$ cat src/rtl/reu_bus_arb_pkg.sv
// Shared types and default timing constants for the REU bus-slot responder.
package reu_bus_arb_pkg;

   localparam int SLOT_LEN_DEF   = 16;
   localparam int HALT_SLOTS_DEF = 3;
   localparam int RAM_PERIOD_DEF = 8;
   localparam int RAM_WIN_DEF    = 4;
   localparam int RD_LAT_DEF     = 2;

   typedef enum logic [1:0] {
      IDLE  = 2'd0,
      HALT  = 2'd1,
      READY = 2'd2,
      GRANT = 2'd3
   } arb_state_t;

   // Width of a down-counter able to hold the larger of two load values.
   function automatic int cnt_width(input int a, input int b);
      int m;
      m = (a > b) ? a : b;
      return (m < 1) ? 1 : $clog2(m + 1);
   endfunction

endpackage

$ cat src/rtl/reu_ram_slot.sv
// RAM-side window generator: free-running phase counter, request capture and
// fixed-latency SDRAM port. Outputs are registered from the phase register, so
// the visible window phase trails the phase register by one clock; this lets
// the first window start on the first clock after reset with all outputs low
// while reset is held.
module reu_ram_slot
   import reu_bus_arb_pkg::*;
#(
   parameter int RAM_PERIOD = RAM_PERIOD_DEF,
   parameter int RAM_WIN    = RAM_WIN_DEF,
   parameter int RD_LAT     = RD_LAT_DEF
) (
   input  logic        clk,
   input  logic        reset,
   input  logic [24:0] ram_addr,
   input  logic [7:0]  ram_dout,
   input  logic        ram_we,
   output logic        ram_cycle,
   output logic [7:0]  ram_din,
   output logic        sdram_ce,
   output logic        sdram_we,
   output logic [24:0] sdram_addr,
   output logic [7:0]  sdram_din,
   input  logic [7:0]  sdram_dout
);

   localparam int PW = (RAM_PERIOD > 1) ? $clog2(RAM_PERIOD) : 1;

   logic [PW-1:0] phase;

   // Phase counter, window strobe, phase-0 capture and read-data return.
   // sdram_we doubles as the captured direction flag for the whole window.
   always_ff @(posedge clk) begin
      if (reset) begin
         phase      <= '0;
         ram_cycle  <= 1'b0;
         sdram_ce   <= 1'b0;
         sdram_we   <= 1'b0;
         sdram_addr <= '0;
         sdram_din  <= '0;
         ram_din    <= 8'hFF;
      end else begin
         phase     <= (phase == PW'(RAM_PERIOD - 1)) ? '0 : phase + PW'(1);
         ram_cycle <= (phase < PW'(RAM_WIN));
         sdram_ce  <= (phase == '0);
         if (phase == '0) begin
            sdram_addr <= ram_addr;
            sdram_we   <= ram_we;
            sdram_din  <= ram_dout;
         end
         if ((phase == PW'(RD_LAT + 1)) && !sdram_we)
            ram_din <= sdram_dout;
      end
   end

endmodule

$ cat src/rtl/reu_bus_arb.sv
// REU bus-slot responder: halts the CPU, waits out the bus handover, grants
// slot-aligned DMA windows on the C64 bus and runs the RAM-side window.
//
// state | meaning
// IDLE  | CPU owns the bus, no DMA pending
// HALT  | cpu_halt raised, counting handover slots
// READY | waiting for a slot the VIC does not own
// GRANT | DMA window, SLOT_LEN clocks, never truncated
module reu_bus_arb
   import reu_bus_arb_pkg::*;
#(
   parameter int SLOT_LEN   = SLOT_LEN_DEF,
   parameter int HALT_SLOTS = HALT_SLOTS_DEF,
   parameter int RAM_PERIOD = RAM_PERIOD_DEF,
   parameter int RAM_WIN    = RAM_WIN_DEF,
   parameter int RD_LAT     = RD_LAT_DEF
) (
   input  logic        clk,
   input  logic        reset,
   input  logic        slot_start,
   input  logic        vic_ba,
   input  logic [15:0] cpu_addr,
   input  logic [7:0]  cpu_dout,
   input  logic        cpu_we,
   output logic        cpu_halt,
   input  logic        dma_req,
   input  logic [15:0] dma_addr,
   input  logic [7:0]  dma_dout,
   input  logic        dma_we,
   output logic        dma_cycle,
   output logic [7:0]  dma_din,
   output logic [15:0] bus_addr,
   output logic [7:0]  bus_dout,
   output logic        bus_we,
   input  logic [7:0]  bus_din,
   input  logic [24:0] ram_addr,
   input  logic [7:0]  ram_dout,
   input  logic        ram_we,
   output logic        ram_cycle,
   output logic [7:0]  ram_din,
   output logic        sdram_ce,
   output logic        sdram_we,
   output logic [24:0] sdram_addr,
   output logic [7:0]  sdram_din,
   input  logic [7:0]  sdram_dout
);

   localparam int CW = cnt_width(SLOT_LEN, HALT_SLOTS);

   arb_state_t    state, state_nxt;
   logic [CW-1:0] cnt, cnt_nxt;
   logic          slot_ok;

   assign slot_ok = slot_start && vic_ba && dma_req;

   // State and shared slot/window down-counter.
   always_ff @(posedge clk) begin
      if (reset) begin
         state <= IDLE;
         cnt   <= '0;
      end else begin
         state <= state_nxt;
         cnt   <= cnt_nxt;
      end
   end

   // Next state; a window ending on a slot boundary can re-grant with no gap.
   always_comb begin
      state_nxt = state;
      cnt_nxt   = cnt;
      case (state)
         IDLE: begin
            if (dma_req) begin
               state_nxt = HALT;
               cnt_nxt   = CW'(HALT_SLOTS);
            end
         end
         HALT: begin
            if (cnt == '0)
               state_nxt = READY;
            else if (slot_start)
               cnt_nxt = cnt - CW'(1);
         end
         READY: begin
            if (!dma_req)
               state_nxt = IDLE;
            else if (slot_start && vic_ba) begin
               state_nxt = GRANT;
               cnt_nxt   = CW'(SLOT_LEN - 1);
            end
         end
         GRANT: begin
            if (cnt != '0)
               cnt_nxt = cnt - CW'(1);
            else if (slot_ok)
               cnt_nxt = CW'(SLOT_LEN - 1);
            else
               state_nxt = READY;
         end
         default: state_nxt = IDLE;
      endcase
   end

   // Strobes and C64 bus mux; CPU writes are blocked while handing over.
   always_comb begin
      cpu_halt  = (state != IDLE);
      dma_cycle = (state == GRANT);
      bus_addr  = cpu_addr;
      bus_dout  = cpu_dout;
      bus_we    = cpu_we;
      if (state == GRANT) begin
         bus_addr = dma_addr;
         bus_dout = dma_dout;
         bus_we   = dma_we;
      end else if ((state == HALT) || (state == READY)) begin
         bus_we = 1'b0;
      end
   end

   // DMA read data follows the bus during a window and holds outside it.
   always_ff @(posedge clk) begin
      if (reset)
         dma_din <= 8'hFF;
      else if (state == GRANT)
         dma_din <= bus_din;
   end

   reu_ram_slot #(
      .RAM_PERIOD (RAM_PERIOD),
      .RAM_WIN    (RAM_WIN),
      .RD_LAT     (RD_LAT)
   ) u_ram_slot (
      .clk        (clk),
      .reset      (reset),
      .ram_addr   (ram_addr),
      .ram_dout   (ram_dout),
      .ram_we     (ram_we),
      .ram_cycle  (ram_cycle),
      .ram_din    (ram_din),
      .sdram_ce   (sdram_ce),
      .sdram_we   (sdram_we),
      .sdram_addr (sdram_addr),
      .sdram_din  (sdram_din),
      .sdram_dout (sdram_dout)
   );

endmodule

$ cat config.mk
export PLATFORM = sky130hd
export DESIGN_NAME = reu_bus_arb
export DESIGN_NICKNAME = d
export VERILOG_FILES = /design/src/rtl/reu_bus_arb_pkg.sv /design/src/rtl/reu_ram_slot.sv /design/src/rtl/reu_bus_arb.sv
export SDC_FILE = /design/constraint.sdc
export NUM_CORES = 1
export LEC_CHECK = 0
export BUFFER_PORTS_ARGS = -buffer_cell sky130_fd_sc_hd__buf_2
export CORE_ASPECT_RATIO = 0.6
export CORE_UTILIZATION = 30
export DETAILED_ROUTE_END_ITERATION = 7
export PLACE_DENSITY = 0.62
export SLEW_MARGIN = 25
export SYNTH_ARGS = -nofsm -noshare
export SYNTH_HDL_FRONTEND = slang
export SYNTH_SLANG_ARGS = --single-unit
$ cat constraint.sdc
create_clock -name clk -period 1.95 [get_ports clk]
set_clock_uncertainty 0.2 [all_clocks]
set_input_delay 0.195 -clock clk [delete_from_list [all_inputs] [get_ports clk]]
set_output_delay 0.195 -clock clk [all_outputs]
set_load 0.05 [all_outputs]
Word-level counts from Yosys, hierarchy flattened
Index checks and enable logic that the tools add are counted.
{ "classes": {"n_eq_ne": 15, "mux": 19, "magnitude_cmp": 1, "n_reduce_logical": 13, "n_addsub": 2} }
{ "ops": {"columns": ["cell", "count"], "rows": [
  ["$mux W5", 7],
  ["$pmux W5 S4", 1],
  ["$mux W16", 1],
  ["$ne A2 B2 Y1 const B", 8],
  ["$mux W2", 6],
  ["$mux W8", 1],
  ["$pmux W2 S4", 1],
  ["$reduce_and A6 Y1", 1],
  ["$logic_not A5 Y1", 1],
  ["$reduce_and A5 Y1", 1],
  ["$reduce_bool A5 Y1", 1],
  ["$sub A5 B1 Y5 const B", 1],
  ["$eq A2 B2 Y1 const B", 2],
  ["$add A3 B1 Y3 const B", 1],
  ["$eq A3 B2 Y1 const B", 1],
  ["$eq A3 B3 Y1 const B", 1],
  ["$logic_and A1 B1 Y1", 3],
  ["$logic_not A3 Y1", 1],
  ["$lt A3 B3 Y1 const B", 1],
  ["$ne A3 B1 Y1 const B", 1],
  ["$ne A3 B3 Y1 const B", 1],
  ["$eq A2 B1 Y1 const B", 1],
  ["$logic_not A2 Y1", 1],
  ["$mux W1", 2],
  ["4 further kinds", 4]
]} }
{ "totals": {"in_bits": 105, "out_inout_bits": 79, "register_bits": 62, "wordCells": 60} }

Longest topological paths before layout
{ "logic_depth": {"word_depth": 5, "depth_mapped": 7, "mapped_depth_nobuf": 7} }

Hierarchy
Synthesis repeated with hierarchy kept, for this count alone.
{ "hier_totals": {"hier_cells": 329, "area_unflattened_um2": 3343.2} }
{ "modules_own_cells": {"columns": ["module", "n_inst", "seq_area_each_um2", "cells_per_inst", "area_per_inst_um2"], "rows": [
  ["reu_ram_slot", 1, 940.9, 207, 2205.9],
  ["reu_bus_arb", 1, 300.3, 122, 1137.3]
]} }

Least setup slack after synthesis
OpenSTA, ideal clock, no wires.
{ "synth_path": {"kind": "register -> output", "startpoint": "register state[0]", "endpoint": "output bus_we", "t_arrival_ps": 2426, "stages_incl_launch_ff": 6, "slack_ps": -871, "path_buffers": 2, "t_required_ps": 1555, "cell_sequence": "dfxtp_1 ha_1 clkbuf_1 buf_1 nand2b_1 o21ai_0"} }
{ "synth_between": {"word_cells_on_any_way": 6, "classes_between": "eq/ne: 3; mux: 2; reduce/logical: 1"} }
{ "synth_lines": {"columns": ["item", "line", "source"], "rows": [
  ["start: declaration", "reu_bus_arb.sv:50", "arb_state_t state, state_nxt;"],
  ["start signal: assignment", "reu_bus_arb.sv:62", "state <= state_nxt;"],
  ["$eq A2 B2 Y1", null, null],
  ["named net dma_cycle", "reu_bus_arb.sv:30", "output logic dma_cycle,"],
  ["$mux W1", "reu_bus_arb.sv:111", "if (state == GRANT) begin"],
  ["end: declaration", "reu_bus_arb.sv:34", "output logic bus_we,"]
]} }
The timed path passes the listed nets, and every way through them passes these cells.

Worst setup path after layout
{ "layout_path": {"startpoint": "register state[1]", "endpoint": "output bus_dout[5]"} }
{ "layout_between": {"elab_chain_len": 2} }
{ "layout_rtl": {"columns": ["item", "line", "source"], "rows": [
  ["$eq A2 B2 Y1", "reu_bus_arb.sv:111", null],
  ["$mux W8", "reu_bus_arb.sv:111", null],
  ["end: declaration", "reu_bus_arb.sv:33", "output logic [7:0] bus_dout,"]
]} }
Every way passes these cells.

==> impl_metrics.env <==
export IMPL_grt_max_degree=35
export IMPL_r2r_slack_ns=-0.05
export IMPL_fin_crit_ns=2.01
export IMPL_yosysTopAreaCellShare=0.453
export IMPL_rsz0062_at_grt="yes"
export IMPL_drv_cap=0
export IMPL_placed_cells=600
export IMPL_ant_nets=0
export IMPL_htreeDepth=3
export IMPL_finalCritPeriodShare=1.03
export IMPL_final_seq_area_um2=1250
export IMPL_vias_per_cell=4.58
export IMPL_hp_class="in -> reg"
export IMPL_synth_area_leaders="dfxtp_1, nand2_1, mux2_2, a21oi_1, a211o_1"
export IMPL_final_nets=673
export IMPL_r2r_start="state[1]"
export IMPL_grt_usage=0.205
export IMPL_synthesis_area_um2=2740
export IMPL_rr_worst_depth=6
export IMPL_utilization=0.590
export IMPL_p_leak_uw=0.00237
export IMPL_status="complete, but fails checks"
export IMPL_syn_nets=429
export IMPL_finalMaxSlewViolations=0
export IMPL_fmax_mhz=497
export IMPL_tightest_slew_ns=0.348
export IMPL_rows=26
export IMPL_chipHeight_um=76.0
export IMPL_start_util=0.316
export IMPL_place_ws_ns=-0.0501
export IMPL_numCtsBuffers=9
export IMPL_r2r_end="cnt[2]"
export IMPL_yosys_area_top_type="dfxtp_1"
export IMPL_wl_per_cell_um=14.2
export IMPL_antennaDiodeCount=0
export IMPL_drt_wl_total_um=9540
export IMPL_path_max_fanout=6
export IMPL_synthDistinctLibCells=28
export IMPL_whs_endpoint="u_ram_slot.sdram_addr[19]"
export IMPL_area_delta_synth_final_pct=86.9
export IMPL_grt_antenna_before_repair=0
export IMPL_drt_iter0_markers=203
export IMPL_fp_dieArea_um2=9540
export IMPL_cp_end_kind="output pin"
export IMPL_fillCellCount=729
export IMPL_setup_viol=14
export IMPL_fp_dieW_um=125
export IMPL_gp_congestion=0.873
export IMPL_yosys_warnings=0
export IMPL_max_slew_margin=0.768
export IMPL_ys_async_sr_fraction=0
export IMPL_layout_setup_ws_ns=-0.0640
export IMPL_yosys_most_used_dff="dfxtp_1"
export IMPL_cts_buffer_depth=2
export IMPL_cts_tree="yes"
export IMPL_clkTransAtPathRegs_ns=0.05
export IMPL_drt_first_pass_iters=8
export IMPL_holdPathStages=2
export IMPL_worstSkewPairLatency_ns=0.31
export IMPL_syn_inst=314
export IMPL_whs_ns=0.0690
export IMPL_coreArea_um2=8690
export IMPL_p_total_uw=5200
export IMPL_grt_pass1_vias=3150
export IMPL_synth_seq_area_share=0.453
export IMPL_multi_input_area_um2=1520
export IMPL_arrival_ns=1.62
export IMPL_min_delay_start="reset"
export IMPL_ios=184
export IMPL_hpwl_um=5670
export IMPL_startpoint_type="register"
export IMPL_synth_edff_count=0
export IMPL_grt_overflow=0
export IMPL_drive_above_1_share=0.460
export IMPL_p_per_area_nw_per_um2=1010
export IMPL_vias=3084
export IMPL_root_buffer="clkbuf_16"
export IMPL_drc=4
export IMPL_peakVddDrop_mv=0.530
export IMPL_violations="DRC, setup timing"
export IMPL_grt_pass1_wl_um=15600
export IMPL_criticalPathCategory="reg -> out"
export IMPL_port_buffers=183
export IMPL_clkSinkCount=62
export IMPL_avgSynthCellArea_um2=8.73
export IMPL_fin_cells=673
export IMPL_synth_seq_cells=62
export IMPL_required_ns=1.55
export IMPL_finalHoldViolations=0
[worst max-delay path by stage]
stage / start / to / slack (ns) / cells after the start
final: state[1] / bus_dout[5] / -0.06 / 5
after global placement: cnt[0] / cnt[2] / 0.004 / 7
after detailed placement: cnt[1] / cnt[2] / -0.05 / 7
after floorplan: state[1] / cnt[2] / -0.03 / 6
after global routing: state[1] / bus_dout[4] / -0.11 / 5
after CTS: state[0] / bus_addr[2] / -0.08 / 4
[where the power goes]
group          total (uW)  leakage, uW  switching, uW  internal [uW]
clock                1560     0.000140            521           1040
combinational        2120      0.00172           1250            868
sequential           1520     0.000511           91.5           1420
[final cells by class]
class                           instances  share of cell area
Inverter                               10             0.00733
Multi-Input combinational cell        222               0.296
Tap cell                              112              0.0274
Timing Repair Buffer                  253               0.367
Clock inverter                          3             0.00879
Clock buffer                           11              0.0493
Sequential cell                        62               0.244
[critical path, cell delays in order, from the launching register on]
cell and delay, ns:
dfxtp_4 0.37, ha_4 0.19, buf_12 0.14, buf_12 0.13, mux2_4 0.31, buf_8 0.15
[cells by family after synthesis]
logic type,count (synthesis),share of synthesized area
DFF,62,0.453
AOI/OAI and AO/OA,69,0.159
adders and majority gates,10,0.0456
muxes,24,0.0986
xor gates and xnor gates,2,0.00639
and+or+nand+nor,117,0.196
buffers and inverters,30,0.0411
[placed cells by master (no fill, tap or decap), drive strengths merged]
master / netlist / layout
nor4b: 1 / 1
nand2: 74 / 74
o21ai: 2 / 2
and2: 1 / 1
nand4: 1 / 1
a211oi: 2 / 2
bufinv: 0 / 1
nor3b: 2 / 2
a2111oi: 1 / 1
nor2b: 19 / 19
nor3: 7 / 7
ha: 10 / 10
bufbuf: 0 / 1
dlygate4sd3: 0 / 50
nor2: 4 / 4
a211o: 18 / 18
a21o: 1 / 1
a21oi: 43 / 43
nand2b: 3 / 3
or3: 3 / 3
dfxtp: 62 / 62
clkinvlp: 0 / 2
inv: 10 / 10
clkbuf: 16 / 11
o21a: 1 / 1
nand3: 1 / 1
or2: 1 / 1
a31oi: 1 / 1
buf: 4 / 202
xor2: 2 / 2
mux2: 24 / 24
[stage by stage]
step                setup TNS (ns)  instance area (um2)
floorplan                  -0.0539                 2780
global placement                 0                 3860
detailed placement          -0.137                 3860
CTS                          -1.33                 5100
global route                 -1.67                 5120
finish                      -0.729                 5120
[routing by layer]
metal  vias to the layer above  routed length (um)  track usage
met4                         0                  96       0.0488
met2                        86                4790        0.358
met1                      1437                4310        0.255
met5                         -                   0            0
met3                         8                 347       0.0463
li1                       1553                   -            -
[cell usage after synthesis (2+ instances only)]
library cell / number
xor2_1: 2
o21ai_0: 2
or3_1: 3
nand2_1: 74
buf_1: 4
nor2b_1: 19
nor2_1: 4
ha_1: 10
clkbuf_1: 16
nand2b_1: 3
a211o_1: 17
inv_1: 10
dfxtp_1: 62
mux2_2: 24
nor3b_1: 2
nor3_1: 7
a211oi_1: 2
a21oi_1: 43
[flip-flops by register name, summed over array words and instances (netlist names)]
name	flops
u_ram_slot.sdram_ce	1
state	2
u_ram_slot.sdram_din	8
u_ram_slot.ram_din	8
u_ram_slot.ram_cycle	1
u_ram_slot.sdram_addr	25
u_ram_slot.sdram_we	1
dma_din	8
cnt	5
u_ram_slot.phase	3
[what timing repair did]
item / CTS / global route
hold endpoints to repair: 50 / 0
resized for setup: 80 / 14
pin swaps: 5 / 1
endpoints found under the setup margin: 29 / 31
gates cloned: 4 / 0
setup buffers: 5 / 1
hold buffers: 50 / 0
(Power assumes the default switching activity.)
